## config.mk

```make
export PLATFORM = sky130hd
export DESIGN_NAME = gpx2_lvds_tx_flat
export DESIGN_NICKNAME = d
export VERILOG_FILES = /design/src/rtl/gpx2_lvds_tx_pkg.sv /design/src/rtl/gpx2_lvds_tx_if.sv /design/src/rtl/gpx2_lvds_clkgen.sv /design/src/rtl/gpx2_lvds_tx.sv /design/src/flat_wrapper.sv
export SDC_FILE = /design/constraint.sdc
export NUM_CORES = 1
export LEC_CHECK = 0
export CAP_MARGIN = 5
export CORE_UTILIZATION = 25
export CTS_CLUSTER_DIAMETER = 150
export DETAILED_ROUTE_END_ITERATION = 12
export GPL_TIMING_DRIVEN = 0
export PLACE_DENSITY = 0.55
export SLEW_MARGIN = 20
export SYNTH_ARGS = -nofsm -noshare
export SYNTH_HDL_FRONTEND = slang
export SYNTH_HIERARCHICAL = 1
export SYNTH_SLANG_ARGS = --single-unit
```

## constraint.sdc

```tcl
create_clock -name i_clk -period 2.7 [get_ports i_clk]
set_input_delay 0.54 -clock i_clk [delete_from_list [all_inputs] [get_ports i_clk]]
set_output_delay 0.54 -clock i_clk [all_outputs]
set_load 0.005 [all_outputs]
```

## src/rtl/gpx2_lvds_tx_pkg.sv

```systemverilog
`default_nettype none
// ============================================================================
// | Module   : gpx2_lvds_tx_pkg                                              |
// | Purpose  : Shared GPX2 constants, state encoding and result-word helper  |
// |            for the LVDS transmit (emulator) path.                        |
// | Ports    : none (package)                                                |
// | Revision : 1.0  initial release                                          |
// ============================================================================
package gpx2_lvds_tx_pkg;

   localparam int          GPX2_WORD_W    = 32;
   localparam int          GPX2_NUM_WORDS = 5;
   localparam logic [31:0] GPX2_NO_HIT    = 32'hFFFF_FFFF;
   localparam int          GPX2_REFCLK_PS = 40000;

   typedef logic [GPX2_WORD_W-1:0] gpx2_word_t;

   typedef enum logic [2:0] {
      ST_IDLE   = 3'd0,
      ST_ARM    = 3'd1,
      ST_SHIFT  = 3'd2,
      ST_GAP    = 3'd3,
      ST_FINISH = 3'd4
   } gpx2_tx_state_t;

   // Stop-minus-start time in ps from two result words {8'h00, refidx, tstop}.
   function automatic int gpx2_rise_ps(input gpx2_word_t start_w, input gpx2_word_t stop_w);
      return (int'(stop_w[23:16]) - int'(start_w[23:16])) * GPX2_REFCLK_PS
           + int'(stop_w[15:0]) - int'(start_w[15:0]);
   endfunction

endpackage
`default_nettype wire

```

## src/rtl/gpx2_lvds_tx_if.sv

```systemverilog
`default_nettype none
// ============================================================================
// | Module   : gpx2_lvds_tx_if                                               |
// | Purpose  : Packet request handshake between sequencer and LVDS tx.       |
// | Signals  : i_tx_valid / o_tx_ready handshake, five result words,         |
// |            o_tx_busy / o_tx_done status.                                 |
// |            master = sequencer side, slave = gpx2_lvds_tx side.           |
// | Revision : 1.0  initial release                                          |
// ============================================================================
interface gpx2_lvds_tx_if;
   import gpx2_lvds_tx_pkg::*;

   logic       i_tx_valid;
   logic       o_tx_ready;
   gpx2_word_t i_start;
   gpx2_word_t i_sto11;
   gpx2_word_t i_sto12;
   gpx2_word_t i_sto21;
   gpx2_word_t i_sto22;
   logic       o_tx_busy;
   logic       o_tx_done;

   modport master (
      output i_tx_valid, i_start, i_sto11, i_sto12, i_sto21, i_sto22,
      input  o_tx_ready, o_tx_busy, o_tx_done
   );

   modport slave (
      input  i_tx_valid, i_start, i_sto11, i_sto12, i_sto21, i_sto22,
      output o_tx_ready, o_tx_busy, o_tx_done
   );

endinterface
`default_nettype wire

```

## src/rtl/gpx2_lvds_clkgen.sv

```systemverilog
`default_nettype none
// ============================================================================
// | Module   : gpx2_lvds_clkgen                                              |
// | Purpose  : Free-running LVDS serial clock divider with edge strobes.     |
// | Ports    : i_clk, i_rst_n (async, active-low)                            |
// |            o_lvds_clk  - registered serial clock, period 2*CLK_DIV       |
// |            o_fall_stb  - high in the i_clk cycle o_lvds_clk goes 1->0    |
// |            o_rise_stb  - high in the i_clk cycle o_lvds_clk goes 0->1    |
// | Revision : 1.0  initial release                                          |
// ============================================================================
module gpx2_lvds_clkgen #(
   parameter int CLK_DIV = 4
) (
   input  wire  i_clk,
   input  wire  i_rst_n,
   output logic o_lvds_clk,
   output logic o_fall_stb,
   output logic o_rise_stb
);

   localparam int CW = $clog2(CLK_DIV);
   localparam logic [CW-1:0] c_term = CW'(CLK_DIV - 1);

   logic [CW-1:0] r_cnt;
   logic          r_lvds_clk;
   logic          w_tc;

   assign w_tc = (r_cnt == c_term);

   always_ff @(posedge i_clk or negedge i_rst_n) begin
      if (!i_rst_n) begin
         r_cnt      <= '0;
         r_lvds_clk <= 1'b0;
      end else if (w_tc) begin
         r_cnt      <= '0;
         r_lvds_clk <= ~r_lvds_clk;
      end else begin
         r_cnt      <= r_cnt + 1'b1;
      end
   end

   // Strobes are decoded from the current flop state, so they coincide with
   // the i_clk edge that launches the new o_lvds_clk level.
   assign o_lvds_clk = r_lvds_clk;
   assign o_fall_stb = w_tc &  r_lvds_clk;
   assign o_rise_stb = w_tc & ~r_lvds_clk;

endmodule
`default_nettype wire

```

## src/rtl/gpx2_lvds_tx.sv

```systemverilog
`default_nettype none
// ============================================================================
// | Module   : gpx2_lvds_tx                                                  |
// | Purpose  : GPX2 LVDS result transmitter (emulator): serializes start +   |
// |            4 stop words MSB first with frame, GAP_BITS periods between.  |
// | Ports    : i_clk, i_rst_n (async, active-low)                            |
// |            tx_if        - slave side of packet handshake interface       |
// |            o_lvds_clk   - free-running serial clock                      |
// |            o_lvds_frame - high during the WORD_W bits of each word       |
// |            o_lvds_sdo   - serial data, changes on lvds_clk falling edge  |
// | Revision : 1.0  initial release                                          |
// ============================================================================
module gpx2_lvds_tx
   import gpx2_lvds_tx_pkg::*;
#(
   parameter int CLK_DIV   = 4,
   parameter int WORD_W    = GPX2_WORD_W,
   parameter int NUM_WORDS = GPX2_NUM_WORDS,
   parameter int GAP_BITS  = 2
) (
   input  wire            i_clk,
   input  wire            i_rst_n,
   gpx2_lvds_tx_if.slave  tx_if,
   output logic           o_lvds_clk,
   output logic           o_lvds_frame,
   output logic           o_lvds_sdo
);

   localparam int BW = $clog2(WORD_W);
   localparam int GW = $clog2(GAP_BITS + 1);
   // After the MSB is launched, WORD_W-1 bits remain, counted down to 0.
   localparam logic [BW-1:0] c_bit_init  = BW'(WORD_W - 2);
   localparam logic [GW-1:0] c_gap_init  = GW'(GAP_BITS - 1);
   localparam logic [2:0]    c_last_word = 3'(NUM_WORDS - 1);

   gpx2_tx_state_t     r_state;
   logic [WORD_W-1:0]  r_shadow [NUM_WORDS];
   logic [WORD_W-1:0]  r_shift;
   logic [BW-1:0]      r_bit_cnt;
   logic               r_last;
   logic [2:0]         r_word_cnt;
   logic [GW-1:0]      r_gap_cnt;
   logic               r_frame;
   logic               r_sdo;
   logic               r_ready;
   logic               r_busy;
   logic               r_done;

   logic               w_fall_stb;
   logic               w_unused_rise_stb;
   logic [2:0]         w_load_idx;
   logic [WORD_W-1:0]  w_load_word;

   gpx2_lvds_clkgen #(
      .CLK_DIV (CLK_DIV)
   ) u_clkgen (
      .i_clk      (i_clk),
      .i_rst_n    (i_rst_n),
      .o_lvds_clk (o_lvds_clk),
      .o_fall_stb (w_fall_stb),
      .o_rise_stb (w_unused_rise_stb)
   );

   // ARM always starts with the start word; GAP moves on to the next one.
   assign w_load_idx  = (r_state == ST_ARM) ? 3'd0 : (r_word_cnt + 3'd1);
   assign w_load_word = r_shadow[w_load_idx];

   always_ff @(posedge i_clk or negedge i_rst_n) begin
      if (!i_rst_n) begin
         r_state    <= ST_IDLE;
         for (int i = 0; i < NUM_WORDS; i++) r_shadow[i] <= '0;
         r_shift    <= '0;
         r_bit_cnt  <= '0;
         r_last     <= 1'b0;
         r_word_cnt <= '0;
         r_gap_cnt  <= '0;
         r_frame    <= 1'b0;
         r_sdo      <= 1'b0;
         r_ready    <= 1'b1;
         r_busy     <= 1'b0;
         r_done     <= 1'b0;
      end else begin
         case (r_state)
            ST_IDLE: begin
               if (tx_if.i_tx_valid && r_ready) begin
                  r_shadow[0] <= tx_if.i_start;
                  r_shadow[1] <= tx_if.i_sto11;
                  r_shadow[2] <= tx_if.i_sto12;
                  r_shadow[3] <= tx_if.i_sto21;
                  r_shadow[4] <= tx_if.i_sto22;
                  r_word_cnt  <= '0;
                  r_ready     <= 1'b0;
                  r_busy      <= 1'b1;
                  r_state     <= ST_ARM;
               end
            end
            ST_ARM: begin
               if (w_fall_stb) begin
                  r_frame   <= 1'b1;
                  r_sdo     <= w_load_word[WORD_W-1];
                  r_shift   <= {w_load_word[WORD_W-2:0], 1'b0};
                  r_bit_cnt <= c_bit_init;
                  r_last    <= 1'b0;
                  r_state   <= ST_SHIFT;
               end
            end
            ST_SHIFT: begin
               if (w_fall_stb) begin
                  if (r_last) begin
                     // Bit 0 has been held for a full period: close the word.
                     r_frame <= 1'b0;
                     r_sdo   <= 1'b0;
                     if (r_word_cnt == c_last_word) begin
                        r_done  <= 1'b1;
                        r_busy  <= 1'b0;
                        r_state <= ST_FINISH;
                     end else begin
                        r_gap_cnt <= c_gap_init;
                        r_state   <= ST_GAP;
                     end
                  end else begin
                     r_sdo   <= r_shift[WORD_W-1];
                     r_shift <= {r_shift[WORD_W-2:0], 1'b0};
                     // Flag instead of underflowing the bit counter past 0.
                     if (r_bit_cnt == '0) r_last <= 1'b1;
                     else                 r_bit_cnt <= r_bit_cnt - 1'b1;
                  end
               end
            end
            ST_GAP: begin
               if (w_fall_stb) begin
                  if (r_gap_cnt == '0) begin
                     r_word_cnt <= r_word_cnt + 3'd1;
                     r_frame    <= 1'b1;
                     r_sdo      <= w_load_word[WORD_W-1];
                     r_shift    <= {w_load_word[WORD_W-2:0], 1'b0};
                     r_bit_cnt  <= c_bit_init;
                     r_last     <= 1'b0;
                     r_state    <= ST_SHIFT;
                  end else begin
                     r_gap_cnt  <= r_gap_cnt - 1'b1;
                  end
               end
            end
            ST_FINISH: begin
               r_done  <= 1'b0;
               r_ready <= 1'b1;
               r_state <= ST_IDLE;
            end
            default: begin
               r_state <= ST_IDLE;
            end
         endcase
      end
   end

   assign o_lvds_frame     = r_frame;
   assign o_lvds_sdo       = r_sdo;
   assign tx_if.o_tx_ready = r_ready;
   assign tx_if.o_tx_busy  = r_busy;
   assign tx_if.o_tx_done  = r_done;

endmodule
`default_nettype wire

```

## src/flat_wrapper.sv

```systemverilog
// flat-port wrapper written by rule: the top's interface ports become plain ports
module gpx2_lvds_tx_flat import gpx2_lvds_tx_pkg::*;
#(
   parameter int CLK_DIV   = 4,
   parameter int WORD_W    = GPX2_WORD_W,
   parameter int NUM_WORDS = GPX2_NUM_WORDS,
   parameter int GAP_BITS  = 2
)
  (i_clk, i_rst_n, o_lvds_clk, o_lvds_frame, o_lvds_sdo, tx_if_i_tx_valid, tx_if_i_start, tx_if_i_sto11, tx_if_i_sto12, tx_if_i_sto21, tx_if_i_sto22, tx_if_o_tx_ready, tx_if_o_tx_busy, tx_if_o_tx_done);
  gpx2_lvds_tx_if tx_if_i ();
  input  wire i_clk;
  input  wire i_rst_n;
  output logic o_lvds_clk;
  output logic o_lvds_frame;
  output logic o_lvds_sdo;
  input wire logic [$bits(tx_if_i.i_tx_valid)-1:0] tx_if_i_tx_valid;
  input wire logic [$bits(tx_if_i.i_start)-1:0] tx_if_i_start;
  input wire logic [$bits(tx_if_i.i_sto11)-1:0] tx_if_i_sto11;
  input wire logic [$bits(tx_if_i.i_sto12)-1:0] tx_if_i_sto12;
  input wire logic [$bits(tx_if_i.i_sto21)-1:0] tx_if_i_sto21;
  input wire logic [$bits(tx_if_i.i_sto22)-1:0] tx_if_i_sto22;
  output wire logic [$bits(tx_if_i.o_tx_ready)-1:0] tx_if_o_tx_ready;
  output wire logic [$bits(tx_if_i.o_tx_busy)-1:0] tx_if_o_tx_busy;
  output wire logic [$bits(tx_if_i.o_tx_done)-1:0] tx_if_o_tx_done;
  assign tx_if_i.i_tx_valid = tx_if_i_tx_valid;
  assign tx_if_i.i_start = tx_if_i_start;
  assign tx_if_i.i_sto11 = tx_if_i_sto11;
  assign tx_if_i.i_sto12 = tx_if_i_sto12;
  assign tx_if_i.i_sto21 = tx_if_i_sto21;
  assign tx_if_i.i_sto22 = tx_if_i_sto22;
  assign tx_if_o_tx_ready = tx_if_i.o_tx_ready;
  assign tx_if_o_tx_busy = tx_if_i.o_tx_busy;
  assign tx_if_o_tx_done = tx_if_i.o_tx_done;
  gpx2_lvds_tx #(.CLK_DIV(CLK_DIV), .WORD_W(WORD_W), .NUM_WORDS(NUM_WORDS), .GAP_BITS(GAP_BITS)) u_core (.i_clk(i_clk), .i_rst_n(i_rst_n), .tx_if(tx_if_i), .o_lvds_clk(o_lvds_clk), .o_lvds_frame(o_lvds_frame), .o_lvds_sdo(o_lvds_sdo));
endmodule
```

== Yosys cells after proc, flatten, opt, wreduce, memory -nomap -nowiden ==
Cells that the tools add are included.
Operators by class
  $add $sub $neg: 4
  multiply operators: 0
  div/mod/pow operators: 0
  $lt $le $gt $ge: 1
  equal/unequal tests: 17
  shifts and indexed selects: 0
  muxes and demuxes: 66
  bitwise operators: 3
  reduce and logical (&&, ||, !) cells: 21
Operator list (count)
  2-to-1 mux 32 bit: 7
  binary-select mux 32 bit (select 3 bit): 1
  one-hot mux 32 bit (3 select lines): 1
  2-to-1 mux 3 bit: 11
  2-to-1 mux 5 bit: 6
  2-to-1 mux 1 bit: 24
  AND reduction 6 bit: 4
  one-hot mux 5 bit (3 select lines): 1
  != test 2 bit (second input constant): 7
  2-to-1 mux 2 bit: 6
  one-hot mux 3 bit (4 select lines): 1
  AND reduction 5 bit: 2
  nonzero test 2 bit: 5
  one-hot mux 1 bit (3 select lines): 3
  != test 2 x 1 -> 1 bit (second input constant): 4
  AND reduction 4 bit: 2
  AND reduction 7 bit: 1
  == test 3 x 2 -> 1 bit (second input constant): 2
  == test 3 bit (second input constant): 2
  one-hot mux 1 bit (2 select lines): 3
  one-hot mux 3 bit (2 select lines): 1
  zero test 5 bit: 1
  subtractor 5 x 1 -> 5 bit (second input constant): 1
  >= comparator 4 bit (second input constant): 1
  14 further kinds: 15
Storage, ports and cells
  bits in registers: 214
  latch bits: 0
  memory bits (writable): 0
  memory bits (read-only): 0
  input port bits: 163
  output and inout bits: 6
  logic and storage cells: 130
  memories: 0

== Longest topological paths before layout ==
  depth after elaboration: 9
  mapped depth: 9
  depth with buffers taken out: 6

== Cells and area by module ==
The synthesis kept the hierarchy.
By module, submodules not included
  gpx2_lvds_tx: instances 1, cells an instance 856, area an instance 10113.4 um^2, sequential area each 5256.3 um^2
  gpx2_lvds_clkgen: instances 1, cells an instance 8, area an instance 113.9 um^2, sequential area each 75.1 um^2

== Least setup slack after synthesis ==
No wires, ideal clock.
  path kind: register to register
  from: register u_core.r_word_cnt[0]
  to: register u_core.r_shift[22]
  setup time: 0.104 ns
  arrival: 2.102 ns
  required time: 2.596 ns
  setup slack: 0.494 ns
  stages on the path, launching flop included: 9
  buffers on the path: 3
  clock period less this slack: 2.206 ns
  cell sequence: dfrtp_1 inv_1 ha_1 buf_2 buf_2 nor4_2 clkbuf_1 a21oi_1 a221oi_1
On the way
  cells in the longest elaborated chain, start to end: 9
  elaborated cells on any way between the ends: 10
  those cells by class: 1 x add/sub; 8 x mux; 1 x bitwise
RTL lines
  start: declaration: RTL line gpx2_lvds_tx.sv:41  | logic [2:0] r_word_cnt;
  start signal: assignment: RTL line gpx2_lvds_tx.sv:133  | r_word_cnt <= r_word_cnt + 3'd1;
  adder 3 x 1 -> 3 bit (*): RTL line gpx2_lvds_tx.sv:65  | assign w_load_idx = (r_state == ST_ARM) ? 3'd0 : (r_word_cnt + 3'd1);
  2-to-1 mux 3 bit (*): RTL line gpx2_lvds_tx.sv:65
  inverter 3 -> 4 bit (implied by the code) (*): RTL line gpx2_lvds_tx.sv:66  | assign w_load_word = r_shadow[w_load_idx];
  binary-select mux 32 bit (select 3 bit) (*): RTL line gpx2_lvds_tx.sv:66
  2-to-1 mux 32 bit (implied by the code) (*) (2 in series): RTL line gpx2_lvds_tx.sv:66
  2-to-1 mux 32 bit: RTL line gpx2_lvds_tx.sv:132  | if (r_gap_cnt == '0) begin
  2-to-1 mux 32 bit: RTL line gpx2_lvds_tx.sv:131  | if (w_fall_stb) begin
  one-hot mux 32 bit (3 select lines) (*): RTL line gpx2_lvds_tx.sv:83  | case (r_state)
  end signal: assignment: RTL line gpx2_lvds_tx.sv:101  | r_shift <= {w_load_word[WORD_W-2:0], 1'b0};
  end signal: assignment: RTL line gpx2_lvds_tx.sv:123  | r_shift <= {r_shift[WORD_W-2:0], 1'b0};
  end signal: assignment: RTL line gpx2_lvds_tx.sv:136  | r_shift <= {w_load_word[WORD_W-2:0], 1'b0};
  end: declaration: RTL line gpx2_lvds_tx.sv:38  | logic [WORD_W-1:0] r_shift;
Every way passes the cells marked *; elsewhere a longest branch is shown, timed or not. The select of a mux whose other input is x is not followed.
A chain may end at the register's enable or synchronous reset.

== Worst setup path in the final report ==
  from: register u_core.r_word_cnt[0]
  to: register u_core.r_shift[6]
Same word-level chain as after synthesis.

==> results.ini <==
[floorplanning]
initial_core_util_pct=25.5
core_area_um2=40000
die_w_um=204
io_pins=169
die_area_um2=41700
rows=73
die_h_um=204

[worst_setup_path]
cp_max_fo=10
critPathKind=reg2reg
ff2ff_path_depth=6
endpoint_kind=flip-flop
critPathLaunchType=flip-flop
worst_ep_required_time_ns=3.12
cp.arrival_ns=2.98

[timing]
fmax_mhz=391
slew_viol_final=0
period_share_pct=94.8
finalHoldViolCount=0
worst_pin_slew_ns=0.755
setup_violations=0
relSlewSlack_pct=49.7
skew_ns=0.0179
min_period_ns=2.56
rsz0062_at_grt=no

[worst_hold_path]
hold_class=reg2reg
hold_depth=1

[synth]
avgSynthCellArea_um2=11.8
yosysWarnings=6
synth_nets=1031
netlist_instances=863
synthesis.area_um2=10200

[layout]
fin_area_um2=13600
diodes=0
syn2layout_area_growth_pct=33.4
final_nets=1231
instances_no_fill=1609
mostFrequentLayoutCell=dfrtp_1
fill_cells=4094
drive_above_1_share_pct=26.6
final_cell_mix=dfrtp_1, mux2_2, clkdlybuf4s50_1

[detailed_routing]
wirelength_um=31800
vias=7739
drt_first_pass_iters=7
avgViaCountPerCell=4.81
ant_nets=0
drc=0
drt_iter0_drc=521
routedWlPerCell_um=19.7

[global_route]
grt_pass1_wl_um=48200
grt_max_degree=87
grt_pass1_vias=7874
track_usage_pct=15.2
antenna_found_initial=0
grt_overflow=0

[job]
max_cap_violations=0

[power]
pwr_density_cell_nw_per_um2=537
p_leak_nw=6.36
irDropWorstVdd_mv=0.401

[clock_tree]
cts_tree=built
cts.clk_slew.worst_paths_ns=0.06
cts_made_buffers=27
clk_latency_ns=0.54
root_buffer=clkbuf_16
cts_sinks=213
cts_buffer_depth=3
htreeDepth=1
cts_setup_buffers=0

[placed_design]
globalplace.congestion=0.821
placedCellCount=1558
place_area_um2=12600
hpwl_um=23100
port_buffers=168

[run_status]
status=finished, final reports clean

-- stage by stage --
stage                     hold WS, ns  TNS (ns)  power (mW)  setup slack (ns)  util, %
final                           0.427         0        7.32             0.141     34.1
after global routing            0.444         0        7.60            0.0102     34.1
after CTS                       0.432         0        7.45            0.0179     34.0
after detailed placement        0.420    -82.88        3.59            -0.695     31.5
after global placement          0.418  -1893.74        3.59             -8.47     31.4
after floorplan                 0.244         0        3.25             0.494        -
-- worst paths after layout --
path / start / end / slack [ns]
worst min-delay path: u_core/u_clkgen/r_cnt[0]$_DFF_PN0_ / u_core/u_clkgen/r_cnt[0]$_DFF_PN0_ / 0.43
min in group asynchronous: i_rst_n / u_core/r_state[0]$_DFFE_PN0P_ / 0.56
max in group asynchronous: i_rst_n / u_core/r_shadow[57]$_DFFE_PN0P_ / 1.32
worst max register to register: u_core/r_word_cnt[0]$_DFFE_PN0P_ / u_core/r_shift[6]$_DFFE_PN0P_ / 0.14
worst min register to register: u_core/u_clkgen/r_cnt[0]$_DFF_PN0_ / u_core/u_clkgen/r_cnt[0]$_DFF_PN0_ / 0.43
worst max-delay path: u_core/r_word_cnt[0]$_DFFE_PN0P_ / u_core/r_shift[6]$_DFFE_PN0P_ / 0.14
-- state kept, by name, summed over array words and instances (netlist names), 2 cells and up --
signal                 count
u_core/r_gap_cnt           2
u_core/r_word_cnt          3
u_core/r_bit_cnt           5
u_core/u_clkgen/r_cnt      2
u_core/r_shadow          160
u_core/r_state             3
u_core/r_shift            31
-- timing repair --
action,in CTS,in global routing
hold buffers,1,0
resized for setup,11,14
endpoints found under the setup margin,107,36
hold endpoints to repair,58,0
pin swaps,0,1
-- final cells by class --
cell class	instances	area, um^2	share of cell area, %
buffer	75	349	2.56
clock buffer	40	815	5.98
clock inverter	10	141	1.04
inverter	12	45.0	0.330
multi-input combinational	563	4540	33.3
sequential	213	5330	39.1
tap	525	657	4.82
timing repair buffer	171	1750	12.9
-- where the power goes --
part / internal [mW] / total [mW] / switching, mW
clock network: 2.37 / 3.79 / 1.42
logic: 0.216 / 0.334 / 0.118
registers: 3.19 / 3.19 / 0
-- critical path: stages (launching register included) --
cell and delay [ns]:
dfrtp_2 0.47, ha_1 0.28, xnor2_2 0.46, clkbuf_1 0.53
o211ai_1 0.20, a22o_1 0.22, a221oi_1 0.28
-- metal layers --
layer / vias to the layer above / GRT usage (%) / part of all wire [%]
li1: 3603 / - / -
met1: 3856 / 21.0 / 46
met2: 246 / 24.6 / 47
met3: 34 / 2.46 / 5.3
met4: 0 / 3.33 / 1.8
met5: - / 0 / 0
Power figures use the tool's default switching activity.
